[src/rtl/hazard_scoreboard.sv]
// Hazard and forwarding unit for the 5-stage F/R/X/M/W core: stage enables, forwarding selects,
// load-use bubbles, memory-wait freezes and deferred flushes. Optional counters: HAZARD_PERF_EN.
module hazard_scoreboard #(
  parameter int REG_AW = 3,
  parameter int NSRC   = 2,
  parameter int CNT_W  = 16
) (
  input  logic                   clk,
  input  logic                   rst,
  input  logic [NSRC-1:0]        r_src_valid,
  input  logic [NSRC*REG_AW-1:0] r_src_addr,
  input  logic                   r_alu_wr,
  input  logic [REG_AW-1:0]      r_alu_dst,
  input  logic                   r_mem_wr,
  input  logic [REG_AW-1:0]      r_mem_dst,
  input  logic                   mem_ready,
  input  logic                   flush,
  output logic                   en_f,
  output logic                   en_r,
  output logic                   en_x,
  output logic                   en_m,
  output logic                   en_w,
  output logic                   bubble_x,
  output logic [NSRC*5-1:0]      fwd,
  output logic                   load_use_stall
`ifdef HAZARD_PERF_EN
  ,
  output logic [CNT_W-1:0]       perf_lu_stalls,
  output logic [CNT_W-1:0]       perf_mem_waits,
  output logic [CNT_W-1:0]       perf_flushes
`endif
);

  typedef struct packed {
    logic              alu_wr;
    logic [REG_AW-1:0] alu_dst;
    logic              mem_wr;
    logic [REG_AW-1:0] mem_dst;
  } stage_t;

  stage_t sx, sm, sw, r_info;
  logic   pend_flush;
  logic   flush_eff;
  logic   lu_cond;

  assign r_info    = '{alu_wr: r_alu_wr, alu_dst: r_alu_dst, mem_wr: r_mem_wr, mem_dst: r_mem_dst};
  assign flush_eff = flush | pend_flush;

  always_comb begin
    logic [REG_AW-1:0] a;
    logic [4:0]        sel;
    lu_cond = 1'b0;
    fwd     = '0;
    for (int unsigned s = 0; s < NSRC; s++) begin
      a   = r_src_addr[s*REG_AW +: REG_AW];
      sel = '0;
      if (r_src_valid[s]) begin
        if (sx.mem_wr && a == sx.mem_dst) lu_cond = 1'b1;
        // loads in X are never forwarded; the stall covers them
        if (sx.alu_wr && a == sx.alu_dst)      sel = 5'b10000;
        else if (sm.mem_wr && a == sm.mem_dst) sel = 5'b00100;
        else if (sm.alu_wr && a == sm.alu_dst) sel = 5'b01000;
        else if (sw.mem_wr && a == sw.mem_dst) sel = 5'b00001;
        else if (sw.alu_wr && a == sw.alu_dst) sel = 5'b00010;
      end
      fwd[s*5 +: 5] = sel;
    end
  end

  always_comb begin
    load_use_stall = lu_cond & mem_ready;
    en_w           = 1'b1;
    en_x           = mem_ready;
    en_m           = mem_ready;
    en_f           = mem_ready & ~load_use_stall & ~flush_eff;
    en_r           = en_f;
    bubble_x       = mem_ready & (load_use_stall | flush_eff);
  end

  always_ff @(posedge clk or posedge rst) begin
    if (rst) begin
      sx         <= '0;
      sm         <= '0;
      sw         <= '0;
      pend_flush <= 1'b0;
    end else if (!mem_ready) begin
      sw         <= '0;
      pend_flush <= pend_flush | flush;
    end else begin
      sw         <= sm;
      sm         <= sx;
      sx         <= bubble_x ? '0 : r_info;
      pend_flush <= 1'b0;
    end
  end

`ifdef HAZARD_PERF_EN
  always_ff @(posedge clk or posedge rst) begin
    if (rst) begin
      perf_lu_stalls <= '0;
      perf_mem_waits <= '0;
      perf_flushes   <= '0;
    end else begin
      if (load_use_stall && perf_lu_stalls != '1) perf_lu_stalls <= perf_lu_stalls + 1'b1;
      if (!mem_ready && perf_mem_waits != '1)     perf_mem_waits <= perf_mem_waits + 1'b1;
      if (mem_ready && flush_eff && perf_flushes != '1) perf_flushes <= perf_flushes + 1'b1;
    end
  end
`else
  logic [CNT_W-1:0] unused_perf;
  assign unused_perf = '0;
`endif

endmodule
[config.mk]
export PLATFORM = sky130hd
export DESIGN_NAME = hazard_scoreboard
export DESIGN_NICKNAME = d
export VERILOG_FILES = /design/src/rtl/hazard_scoreboard.sv
export SDC_FILE = /design/constraint.sdc
export NUM_CORES = 1
export LEC_CHECK = 0
export BUFFER_PORTS_ARGS = -buffer_cell sky130_fd_sc_hd__buf_2
export CORE_MARGIN = 2
export CORE_UTILIZATION = 33
export CTS_CLUSTER_DIAMETER = 30
export CTS_CLUSTER_SIZE = 30
export DETAILED_ROUTE_END_ITERATION = 7
export GPL_TIMING_DRIVEN = 0
export HOLD_SLACK_MARGIN = 0.03
export PLACE_DENSITY = 0.56
export SYNTH_ARGS = -nofsm -noshare
export SYNTH_HDL_FRONTEND = slang
export SYNTH_SLANG_ARGS = --single-unit
[constraint.sdc]
create_clock -name clk -period 3.3 [get_ports clk]
set_clock_uncertainty 0.05 [all_clocks]
set_input_delay 0.825 -clock clk [delete_from_list [all_inputs] [get_ports clk]]
set_output_delay 0.825 -clock clk [all_outputs]
set_load 0.005 [all_outputs]
==> out/results.txt, run 1 <==
The logs give 0 for the final-report hold violation count and 0 for the number of resized instances in the post-cts repair step. Entering global routing, the biggest net connects 26 pins. The repair_antennas step left the layout with diodes totalling 0. After global routing the overflow that remains totals 0.

The worst setup path is launched from an input pin. The area growth from synthesis to layout was 16.8%; the total of endpoints with negative setup slack in the final report was 0. Fraction of final layout cells with drive strength greater than 1: 0.286. In this run the horizontal extent of the chip is 71.9 um. The congestion estimate from routability-driven global placement came to 0.780. Max-cap violations in this run came to 0. The type of the tightest min-delay check is register to register. The number of post-CTS setup repair buffers was 0. Summing all placed instances gives a cell area of 0.00173 mm^2. At the pin with the least slew margin, the transition time is 0.943 ns. Library cell used as clock root buffer: sky130_fd_sc_hd__clkbuf_8. The number of antenna violations at the first check in global routing is 0. The detailed-route vias per instance came out at 4.75. Setup repair after global routing left no endpoint under its margin. Power spread over the standard cell area amounts to 383 mW/mm^2. After detailed routing, the number of remaining DRC violations is 0. Based on the critical path, the design can be clocked at up to 0.337 GHz.

STA classifies the critical path endpoint as a primary output. Clock tree synthesis found a total of 25 sinks. The logs give 24 for the row count and 0.27 ns for the clock latency on the worst-skew pair. The number of nets in the final layout is 210.

During I/O placement, the number of pins put on the boundary was 37. In this run, synthesis inferred 0 flip-flops with an integrated enable. The number of global-route vias before repair came out at 1124.

The most used flip-flop cell after synthesis is sky130_fd_sc_hd__dfrtp_1. The share of flip-flops with an asynchronous set or reset came out at 1.00. TritonCTS built the clock tree. For the H-tree depth, the log shows 1. The worst slew slack as a fraction of its limit is 0.371, and the average detailed-routed wire length per instance is 13.8 um. The run gives 241 as the number of non-filler instances in the completed layout. The clock edge transition at the registers on the reported setup and hold paths is 0.09 ns, and the utilization of the core after routing is 0.403. Counting I/O delays and the setup requirement, the final critical path takes 2.97 ns.

Across the VDD grid, the largest voltage drop is 0.176 mV. The analysis attributes to cell leakage a power of 0.807 nW. For the finished layout cell area, the log shows 0.00178 mm^2. The die is 71.9 um tall.

Leaving out fill and tap cells, the most frequent cells in the layout are sky130_fd_sc_hd__xnor2_1, sky130_fd_sc_hd__buf_2, sky130_fd_sc_hd__dfrtp_1. After synthesis, the mean cell area works out to 9.76 um^2. Summed over all instances, the cell type with the most area after synthesis is sky130_fd_sc_hd__dfrtp_1. By area the synthesized netlist is led by sky130_fd_sc_hd__dfrtp_1, sky130_fd_sc_hd__xnor2_1, sky130_fd_sc_hd__mux2_2.

After legalization and detailed placement, the total HPWL measured 2.47 mm. The count of nets left with antenna violations once routing finished came out at 0. The sequential share of the synthesized area is 0.411. The overall routing resource usage was 0.140. The worst setup path category is input pin to primary output. The tools report the starting density of the core as 0.345. The number of buffers added by the clock tree synthesis step came out at 3. The flow ran to the end, and the final reports show no timing, DRC or antenna violations. The Yosys step of the flow raised 0 warnings. The logs give 0.00517 mm^2 for the overall die area and 156 for the instance count of the mapped netlist. The area share of the largest cell type after synthesis was 0.411; the number of buffers added to fix hold violations after cts was 0. The tools report the total wire length as 3.33 mm. The post-route fraction of the period consumed by the critical path is 0.899, and the number of synthesized register bits is 25.

Summed instance area of the synthesized netlist: 0.00152 mm^2. The net count after synthesis is 176. The library cell used most frequently in the layout, excluding fill and tap cells, is sky130_fd_sc_hd__xnor2_1. Detailed router's first-iteration violation count: 34.

For the worst setup path, the data required time is 2.42 ns. Data arrives at the worst endpoint at 2.09 ns. The highest net fanout along the worst path was 10; the max-slew violation total from the final report was 0.

The layout has 445 filler cells. The logs give 1144 for the total via count after detailed routing and 5.51 mm for the wire length of the first global-routing pass. The logs give 0.00441 mm^2 for the area inside the core boundary and 2 for the maximum buffer depth of the clock tree. Input and output buffers added on the ports amount to 29. In the final timing run, aggregate negative setup slack is 0 ns. The number of detailed-routing iterations run before antenna repair is 4, and the total instance count after detailed placement is 237. Synthesis instantiated 24 different standard cells from the library.
registers in the layout, indices dropped and copies added (netlist names):
name and count:
sw 8, pend_flush 1, sm 8, sx 8
layer usage:
layer | wire, um | vias to the layer above | track usage
li1 | - | 574 | -
met1 | 1720 | 521 | 0.203
met2 | 1320 | 45 | 0.204
met3 | 239 | 4 | 0.0250
met4 | 47 | 0 | 0.0608
met5 | 0 | - | 0
cell usage after synthesis, types with 2 or more instances:
library cell	count
sky130_fd_sc_hd__xor2_1	4
sky130_fd_sc_hd__nor3b_1	2
sky130_fd_sc_hd__buf_4	7
sky130_fd_sc_hd__o22ai_1	8
sky130_fd_sc_hd__inv_1	12
sky130_fd_sc_hd__nand4_1	11
sky130_fd_sc_hd__nor2_1	6
sky130_fd_sc_hd__and2_1	9
sky130_fd_sc_hd__xnor2_1	32
sky130_fd_sc_hd__dfrtp_1	25
sky130_fd_sc_hd__clkbuf_1	3
sky130_fd_sc_hd__nor3_1	4
sky130_fd_sc_hd__nand2_1	13
sky130_fd_sc_hd__buf_6	3
sky130_fd_sc_hd__mux2_2	7
sky130_fd_sc_hd__nor2b_1	2
area by class of cell:
| cell class | instances | area [um^2] | area share |
|---|---|---|---|
| buffer | 14 | 103 | 0.0577 |
| clock buffer | 3 | 41.3 | 0.0232 |
| clock inverter | 1 | 5.00 | 0.00281 |
| inverter | 12 | 45.0 | 0.0253 |
| multi-input combinational | 105 | 749 | 0.421 |
| sequential | 25 | 626 | 0.352 |
| tap | 52 | 65.1 | 0.0366 |
| timing repair buffer | 29 | 145 | 0.0816 |
logic make-up after synthesis:
family	after synthesis	synth area share
AND/OR/NAND/NOR	49	0.174
buffers and inverters	26	0.0970
multiplexers	7	0.0518
XOR/XNOR	36	0.207
flip-flops	25	0.411
AO/OA/AOI/OAI	12	0.0567
other	1	0.00246
report_power, final:
| group | internal (mW) | total [mW] | leakage, nW | switching (mW) |
|---|---|---|---|---|
| registers | 0.330 | 0.357 | 0.335 | 0.0270 |
| clock network | 0.0846 | 0.185 | 0.0255 | 0.100 |
| logic | 0.0745 | 0.140 | 0.447 | 0.0650 |
worst paths after layout:
check | startpoint | endpoint | slack [ns] | cells after the start
max reg2reg | sx[0]$_DFFE_PP0P_ | sx[5]$_DFFE_PP0P_ | 1.84 | 4
min reg2reg | sx[3]$_DFFE_PP0P_ | sm[3]$_DFFE_PP0P_ | 0.47 | 2
min | sx[3]$_DFFE_PP0P_ | sm[3]$_DFFE_PP0P_ | 0.47 | 2
max | r_src_addr[2] | en_r | 0.33 | 7
max in group asynchronous | rst | sw[4]$_DFF_PP0_ | 1.93 | 2
min in group asynchronous | rst | sx[5]$_DFFE_PP0P_ | 0.70 | 2
through the flow:
step                      total power, mW  setup WS, ns  hold slack, ns
final                               0.681         0.333           0.470
after floorplan                     0.466         0.557           0.421
after CTS                           0.690         0.324           0.476
after global placement              0.502         0.328           0.450
after global routing                0.720         0.211           0.501
after detailed placement            0.505         0.331           0.451
worst max-delay path, stage by stage:
cell and delay, ns:
sky130_fd_sc_hd__buf_4 0.16, sky130_fd_sc_hd__xnor2_1 0.14, sky130_fd_sc_hd__nand4_1 0.19, sky130_fd_sc_hd__a21oi_4 0.31
sky130_fd_sc_hd__and3b_1 0.23, sky130_fd_sc_hd__buf_4 0.12, sky130_fd_sc_hd__buf_2 0.11
No activity file was read; power rests on OpenSTA's default activity.
==> run 2, diff against run 1 <==
--- a/config.mk
+++ b/config.mk
@@ -6,14 +6,15 @@
 export NUM_CORES = 1
 export LEC_CHECK = 0
 export BUFFER_PORTS_ARGS = -buffer_cell sky130_fd_sc_hd__buf_2
-export CORE_MARGIN = 2
-export CORE_UTILIZATION = 33
+export CELL_PAD_IN_SITES_DETAIL_PLACEMENT = 2
+export CELL_PAD_IN_SITES_GLOBAL_PLACEMENT = 2
+export CORE_UTILIZATION = 32
 export CTS_CLUSTER_DIAMETER = 30
 export CTS_CLUSTER_SIZE = 30
 export DETAILED_ROUTE_END_ITERATION = 7
 export GPL_TIMING_DRIVEN = 0
 export HOLD_SLACK_MARGIN = 0.03
-export PLACE_DENSITY = 0.56
+export PLACE_DENSITY = 0.8
 export SYNTH_ARGS = -nofsm -noshare
 export SYNTH_HDL_FRONTEND = slang
 export SYNTH_SLANG_ARGS = --single-unit
==> constraint.sdc (replaced) <==
create_clock -name clk -period 3.4 [get_ports clk]
set_clock_uncertainty 0.05 [all_clocks]
set_input_delay 0.85 -clock clk [delete_from_list [all_inputs] [get_ports clk]]
set_output_delay 0.85 -clock clk [all_outputs]
set_load 0.005 [all_outputs]
==> run 2 against run 1 <==
Net effect: sequential cell count unchanged; power decreased by 2.3%; first-iteration DRC count decreased by 5.9%; setup slack got worse by 0.0033 ns; cell count unchanged; clock power decreased by 5%; critical path depth unchanged; global-route usage increased by 3.7 points; critical endpoint unchanged; via count increased by 4.4%; the run now ends with DRC left; cell area about the same; sequential share of layout area about the same.
==> out/results.txt, run 2 (synthesis results as in run 1) <==
The fraction of final layout cells with drive strength greater than 1 is 0.280. STA classifies the critical path endpoint as a primary output. For the maximum buffer depth of the clock tree, the log shows 2. Buffers inserted during clock tree synthesis total 3.

The number of post-CTS setup repair buffers is 0. The checks that failed: DRC. For this design the top-level I/O count stands at 37. The data arrival time at the worst-slack endpoint was 2.17 ns. TritonCTS built the clock tree. After detailed routing, the total wire length is 4.09 mm.

The run gives 0.00504 mm^2 as the overall die area. The worst setup path is of the input pin to primary output kind. The number of global-route vias before repair was 1366.

After detailed routing, the number of remaining DRC violations is 5. The logs give 26 for the maximum number of pins on one net before global-route repair and 0.330 ns for the worst-case setup margin in the final layout. Setup violations remaining at the end of the flow were counted as 0. The run gives 32 as the detailed router's first-iteration violation count. For the worst slew slack as a fraction of its limit, the log shows 0.364. Setup repair after global routing left no endpoint under its margin. The family with the most delay on the worst path was simple AND/OR/NAND/NOR gates. Routability-driven placement finished with a final weighted congestion of 0.803.

In this run the remaining antenna-violating nets after routing total 0. The die is 71.0 um wide. For the antenna diode count, the log shows 0.

The number of placed instances, taps included, is 237. The run gives 0 as the max-slew violation total from the final report. The most common cell after layout, fill and taps aside is sky130_fd_sc_hd__xnor2_1. The detailed-route vias per instance was 4.95; the H-tree depth was 1. The first detailed-routing pass took 6 iterations. Power spread over the standard cell area amounts to 374 mW/mm^2.

The run finished, with violations left. Final-report hold violation count: 0. In this design, the stage delay of the slowest critical-path cell is 0.31 ns. The worst slack at placement is 0.314 ns. The largest registers in the layout are sm: 8 flops, sw: 8 flops, sx: 8 flops. In this run the worst hold path is classified as register to register. Clock tree synthesis selected as its root buffer the cell sky130_fd_sc_hd__clkbuf_8. The run gives 0.340 as the starting density of the core. The height of the chip was 71.0 um. Of all nets on the critical path, the largest fanout is 10. The total area inside the core boundary comes to 0.00447 mm^2. The tools report the number of max-cap violations as 0. The most common cell type on the critical path is sky130_fd_sc_hd__buf_4. The number of nets in the final layout is 210.

For the number of inserted filler cells in the final layout, the log shows 496. Counting both buffers and inverters, the worst setup path holds a total of 3. The overall routing resource usage is 0.177, and the clock edge transition at the registers on the reported setup and hold paths is 0.08 ns. At the pin with the least slew margin, the transition time is 0.953 ns.

The area growth from synthesis to layout is 16.8%. The total via count after detailed routing was 1194; the sum of overflow across all layers after global routing was 0. After detailed routing, the average wire length per cell comes to 17.0 um.

The post-route fraction of the period consumed by the critical path was 0.903. In the layout the commonest cells are sky130_fd_sc_hd__xnor2_1, sky130_fd_sc_hd__buf_2, sky130_fd_sc_hd__dfrtp_1. After floorplanning, the core was divided into 24 placement rows. The number of antenna violations at the first check in global routing came out at 0. Port buffering added 29 buffers. The detailed placement HPWL was 3.23 mm; the post-route minimum period was 3.07 ns. The tools report the number of buffers added to fix hold violations after cts as 0.

For the worst setup path, the data required time is 2.50 ns. The finished layout holds 241 standard cells, fillers aside. The leakage power was 0.804 nW. Walking the worst path, the cells encountered are buf_4 > xnor2_1 > nand4_1 > a21oi_4 > and3b_1 > buf_4 > buf_2.

CTS saw 25 sinks. The number of gates resized after CTS was 0. The later pin in the worst-skew pair is clocked with a latency of 0.27 ns.

For the top achievable clock speed, the log shows 0.326 GHz. For the setup TNS, the log shows 0 ns. The category of the worst setup path launch point is an input pin. The worst vdd rail ir drop was 0.157 mV; the wire length of the first global-routing pass was 6.83 mm. For this design, the slowest cell found on the critical path is sky130_fd_sc_hd__a21oi_4.
==> run 2: worst register-to-register path, delay by kind of cell (launching register included) <==
| family | cells | cell delay (ns) |
|---|---|---|
| and+or+nand+nor | 1 | 0.19 |
| xor gates and xnor gates | 1 | 0.24 |
| AOI/OAI and AO/OA | 2 | 0.46 |
| DFF | 1 | 0.43 |
==> run 2: stage by stage <==
stage / hold slack (ns) / area [um^2] / util / power [mW]
2_1_floorplan: 0.421 / 1520 / - / 0.452
4_1_cts: 0.497 / 1780 / 0.397 / 0.677
5_1_grt: 0.513 / 1780 / 0.397 / 0.698
3_3_place_gp: 0.447 / 1730 / 0.387 / 0.485
3_5_place_dp: 0.472 / 1730 / 0.387 / 0.498
6_report: 0.483 / 1780 / 0.397 / 0.665
==> run 2: final cells by class <==
cell class                      count  area, um^2  area share
Buffer                             14         103      0.0577
Clock buffer                        4        45.0      0.0253
Tap cell                           52        65.1      0.0366
Timing Repair Buffer               29         145      0.0816
Inverter                           12        45.0      0.0253
Multi-Input combinational cell    105         749       0.422
Sequential cell                    25         626       0.352
==> run 2: power by group <==
| group | switching (mW) | internal, mW |
|---|---|---|
| sequential | 0.0285 | 0.320 |
| clock | 0.0918 | 0.0838 |
| combinational | 0.0684 | 0.0724 |
| total | 0.189 | 0.477 |
==> run 2: worst paths after layout <==
path | startpoint | end | slack (ns) | cells past startpoint
min in group asynchronous | rst | sx[4]$_DFFE_PP0P_ | 0.74 | 2
max reg2reg | sx[2]$_DFFE_PP0P_ | sx[4]$_DFFE_PP0P_ | 1.91 | 4
min reg2reg | sx[3]$_DFFE_PP0P_ | sm[3]$_DFFE_PP0P_ | 0.48 | 2
min | sx[3]$_DFFE_PP0P_ | sm[3]$_DFFE_PP0P_ | 0.48 | 2
max | r_src_addr[1] | en_r | 0.33 | 7
max in group asynchronous | rst | sm[3]$_DFFE_PP0P_ | 1.99 | 2
==> run 2: per-layer routing <==
| layer | global-route usage | share of wire |
|---|---|---|
| met1 | 0.215 | 0.44 |
| met2 | 0.322 | 0.50 |
| met3 | 0.0299 | 0.046 |
| met4 | 0.0511 | 0.0076 |
| met5 | 0 | 0 |
==> run 3, diff against run 2 <==
--- a/config.mk
+++ b/config.mk
@@ -5,16 +5,18 @@
 export SDC_FILE = /design/constraint.sdc
 export NUM_CORES = 1
 export LEC_CHECK = 0
+export ABC_AREA = 1
 export BUFFER_PORTS_ARGS = -buffer_cell sky130_fd_sc_hd__buf_2
 export CELL_PAD_IN_SITES_DETAIL_PLACEMENT = 2
 export CELL_PAD_IN_SITES_GLOBAL_PLACEMENT = 2
-export CORE_UTILIZATION = 32
+export CORE_UTILIZATION = 28
 export CTS_CLUSTER_DIAMETER = 30
 export CTS_CLUSTER_SIZE = 30
 export DETAILED_ROUTE_END_ITERATION = 7
 export GPL_TIMING_DRIVEN = 0
 export HOLD_SLACK_MARGIN = 0.03
 export PLACE_DENSITY = 0.8
+export SLEW_MARGIN = 30
 export SYNTH_ARGS = -nofsm -noshare
 export SYNTH_HDL_FRONTEND = slang
 export SYNTH_SLANG_ARGS = --single-unit
==> run 3 against run 2 <==
Net effect: the run now ends clean; sequential share of layout area down 3.1 points; routed wire length grew 36%; register-to-register slack better by 0.13 ns; via count is 46% higher; combinational power about the same; core utilization fell by 5.0 points; highest routed layer unchanged; global-route usage increased by 2.0 points; clock power rose by 7%; non-clock buffer count down 1; synthesized cell count grew 62%; critical endpoint unchanged; critical path depth increased by 3.
==> out/results.txt, run 3 <==
The setup slack of the worst register-to-register path is 2.04 ns, and the setup TNS is 0 ns. The total buffers and inverters traversed by the critical path is 4. Summed over all nets, the half-perimeter wirelength after detailed placement is 4.37 mm. Dividing total power by cell area gives a power density of 346 mW/mm^2. Derived from the worst setup path, the maximum achievable clock frequency is 0.341 GHz.

In the routed design, unresolved DRC markers number 0. The worst register-to-register path begins at sx[2]$_DFFE_PP0P_. The largest individual stage delay along the critical path comes from the cell sky130_fd_sc_hd__a21boi_0. STA puts the critical path data arrival time at 2.03 ns.

The tools report the sequential share of the synthesized area as 0.379. Setup repair after global routing left no endpoint under its margin. Setup violations remaining at the end of the flow were counted as 0.

The placement-stage cell area came out at 0.00190 mm^2. The number of buffers added by the clock tree synthesis step came out at 3. The die is 78.7 um wide. H-tree depth: 1.

The number of setup buffers added after CTS is 0. TritonCTS built the clock tree. For the pin with the worst max-slew slack, the measured transition is 0.559 ns. The logs give 0.197 for the overall routing resource usage and 0 for the number of buffers added to fix hold violations after cts. The final-report hold violation count was 0. Detailed routing inserted a total of 1738 vias.

Dividing the detail-routed wire length by the instance count gives 15.4 um. Among all cell types in the netlist, the one instantiated most often is sky130_fd_sc_hd__nand2_1. Each instance of the synthesized netlist takes up on average 6.52 um^2. Summing all non-filler instances in the final layout gives an area of 0.00195 mm^2. At the placement stage, the worst setup path has a slack of 0.427 ns. Leaving out fill and tap cells, the most frequent cell in the layout is sky130_fd_sc_hd__nand2_1. The number of nets handed over by synthesis was 273. For this run, the number of Yosys warnings is 0. The flow ran to the end, and the final reports show no timing, DRC or antenna violations.

The highest net fanout along the worst path came out at 7. The most critical setup path has its endpoint at en_r. The depth of the worst hold-timing path came out at 2. The highest metal layer with signal wires was met4. In this run the clock root is driven by a sky130_fd_sc_hd__clkbuf_8. The largest registers in the layout are sm: 8 flops, sw: 8 flops, sx: 8 flops. The first global-routing pass estimated 9.31 mm of wire.

Counting flops with a built-in enable in the synthesized netlist gives 0. The area used by sequential logic in the layout was 626 um^2. The share of flip-flops with an asynchronous set or reset is 1.00, and the number of antenna violations at the first check in global routing is 0. The cell count after synthesis came out at 253.

The top flip-flop cell by instance count after synthesis was sky130_fd_sc_hd__dfrtp_1. Number of max-cap violations: 0. In the routed layout, each cell is associated on average with a via count of 4.81.

The total power draw was 0.674 mW; the delay contributed by the slowest stage of the critical path was 0.24 ns. In the synthesized netlist, the cells that appear most often are sky130_fd_sc_hd__nand2_1, sky130_fd_sc_hd__inv_1, sky130_fd_sc_hd__nor2_1, sky130_fd_sc_hd__dfrtp_1. Sum of overflow across all layers after global routing: 0.

Grouping stages by cell kind, the critical path spends the most delay in buffers and inverters. The endpoint identified for the worst register-to-register timing path is sx[2]$_DFFE_PP0P_. The floorplan has 27 rows. The height of the chip was 78.7 um.

The amount of wire on met3 after detailed routing is 192 um, and the total wire length is 5.55 mm. The multi-input combinational cells in the finished layout cover a total of 810 um^2. Number of nets in the final layout: 310. The library cells used most frequently in the layout, excluding fill and tap cells, are sky130_fd_sc_hd__nand2_1, sky130_fd_sc_hd__inv_1, sky130_fd_sc_hd__buf_2.

The number of inserted filler cells in the final layout was 717; the routed length on met1 was 2.40 mm. In this run the worst setup path begins at r_src_addr[3]. The fraction of final layout cells with drive strength greater than 1 is 0.183, and the number of resized instances in the post-cts repair step is 0.

For this design the static power due to leakage is 1.10 nW. The tools report the post-synthesis cell type count as 23. The top-level I/O count was 37.

Critical path endpoint category: a primary output. The logs give 0.00620 mm^2 for the overall die area and 48 for the detailed router's first-iteration violation count. Setup slack closes at 0.466 ns.

Number of global-route vias before repair: 1825. For the antenna diode count, the log shows 0. The logs give 25 for the number of sinks handled by clock tree synthesis and 2.50 ns for the required time reported for the critical path endpoint. sky130_fd_sc_hd__dfrtp_1 takes more of the synthesized area than any other cell.

From synthesis to final layout, the design area changed by 18.1%. Counting buffers and inverters, the worst setup path is 10 cells deep. The number of detailed-routing iterations run before antenna repair is 4, and the maximum number of pins on one net before global-route repair is 26. The detailed route wirelength on metal2 was 2.89 mm; the number of cells on the worst reg-to-reg path was 9. Post-route fraction of the period consumed by the critical path: 0.863.

The critical path goes through buf_2 > inv_2 > nand2_1 > nand2_1 > nor2_1 > nand2_1 > nand2_2 > a21boi_0 > buf_4 > buf_2. The worst vdd rail ir drop is 0.127 mV, and the clock edge transition at the registers on the reported setup and hold paths is 0.09 ns. The clock period could shrink to 2.93 ns. The starting density of the core was 0.294.

In this run the worst hold path is classified as register to register. After synthesis, the cell types taking the most area are sky130_fd_sc_hd__dfrtp_1, sky130_fd_sc_hd__nand2_1, sky130_fd_sc_hd__inv_1. After synthesis the netlist holds a flip-flop and latch count of 25.

The logs give 0.776 for the global placer's final weighted congestion and 0.00561 mm^2 for the area inside the core boundary. The area share of the largest cell type after synthesis works out to 0.379. The max-slew violation total from the final report was 0. The number of port buffers was 32; the clock latency on the worst-skew pair was 0.28 ns.

Worst setup path category: input pin to primary output. Count of nets left with antenna violations after detail routing: 0. The worst slew slack as a fraction of its limit was 0.627. Summing every instance area after synthesis gives 0.00165 mm^2. The maximum buffer depth of the clock tree is 2. The most common cell type on the critical path is sky130_fd_sc_hd__nand2_1. The worst setup path is launched from an input pin.
-- run 3: cell count changes in the layout (fill, tap and decap cells not counted), sizes merged, moves of 14 or more --
| cell | previous run | this run |
|---|---|---|
| o21ai | 1 | 15 |
| inv | 12 | 38 |
| nor2 | 6 | 27 |
| nand2 | 13 | 96 |
| xnor2 | 32 | 2 |
| nand3 | 0 | 15 |
-- run 3: logic make-up (layout without fill, tap and decap cells) --
| group | Yosys count | count (layout) | share of synthesized area |
|---|---|---|---|
| flops | 25 | 25 | 0.379 |
| compound gates | 29 | 29 | 0.0948 |
| other cells | 1 | 1 | 0.00227 |
| xor+xnor | 5 | 5 | 0.0266 |
| simple gates | 145 | 145 | 0.367 |
| buf+inv | 48 | 84 | 0.130 |
-- run 3: worst min-delay path: cells and delay by family (launching register included) --
family	cells	cell delay [ns]
buf+inv	1	0.05
flops	1	0.37
simple gates	1	0.06
-- run 3: layer usage --
layer / up-vias / GRT usage
li1: 840 / -
met1: 849 / 0.236
met2: 43 / 0.377
met3: 6 / 0.0161
met4: 0 / 0.0463
met5: - / 0
-- run 3: layout make-up --
cell class              instances  area share
multi-input cells             180       0.416
plain buffers                  10      0.0366
clock buffers                   3      0.0212
inverters                      38      0.0732
repair buffers                 32      0.0822
flip-flops and latches         25       0.321
well taps                      72      0.0462
clock inverters                 1     0.00385
-- run 3: how the worst min path moves through the flow --
stage | from | to | slack, ns
floorplan | sm[3]$_DFFE_PP0P_ | sw[3]$_DFF_PP0_ | 0.40
global placement | sm[1]$_DFFE_PP0P_ | sw[1]$_DFF_PP0_ | 0.43
detailed placement | sm[0]$_DFFE_PP0P_ | sw[0]$_DFF_PP0_ | 0.44
CTS | sm[0]$_DFFE_PP0P_ | sw[0]$_DFF_PP0_ | 0.46
global route | sm[0]$_DFFE_PP0P_ | sw[0]$_DFF_PP0_ | 0.51
finish | sm[0]$_DFFE_PP0P_ | sw[0]$_DFF_PP0_ | 0.46
-- run 3: through the flow --
stage	std cells	hold WS, ns	utilization
after CTS	361	0.465	0.347
after global placement	357	0.427	0.339
final	361	0.455	0.347
after global routing	361	0.505	0.347
after floorplan	253	0.401	-
after detailed placement	357	0.443	0.339
-- run 3: power by group --
part	switching, mW	internal, mW
Combinational	0.0911	0.0515
Sequential	0.0255	0.318
Clock	0.105	0.0833
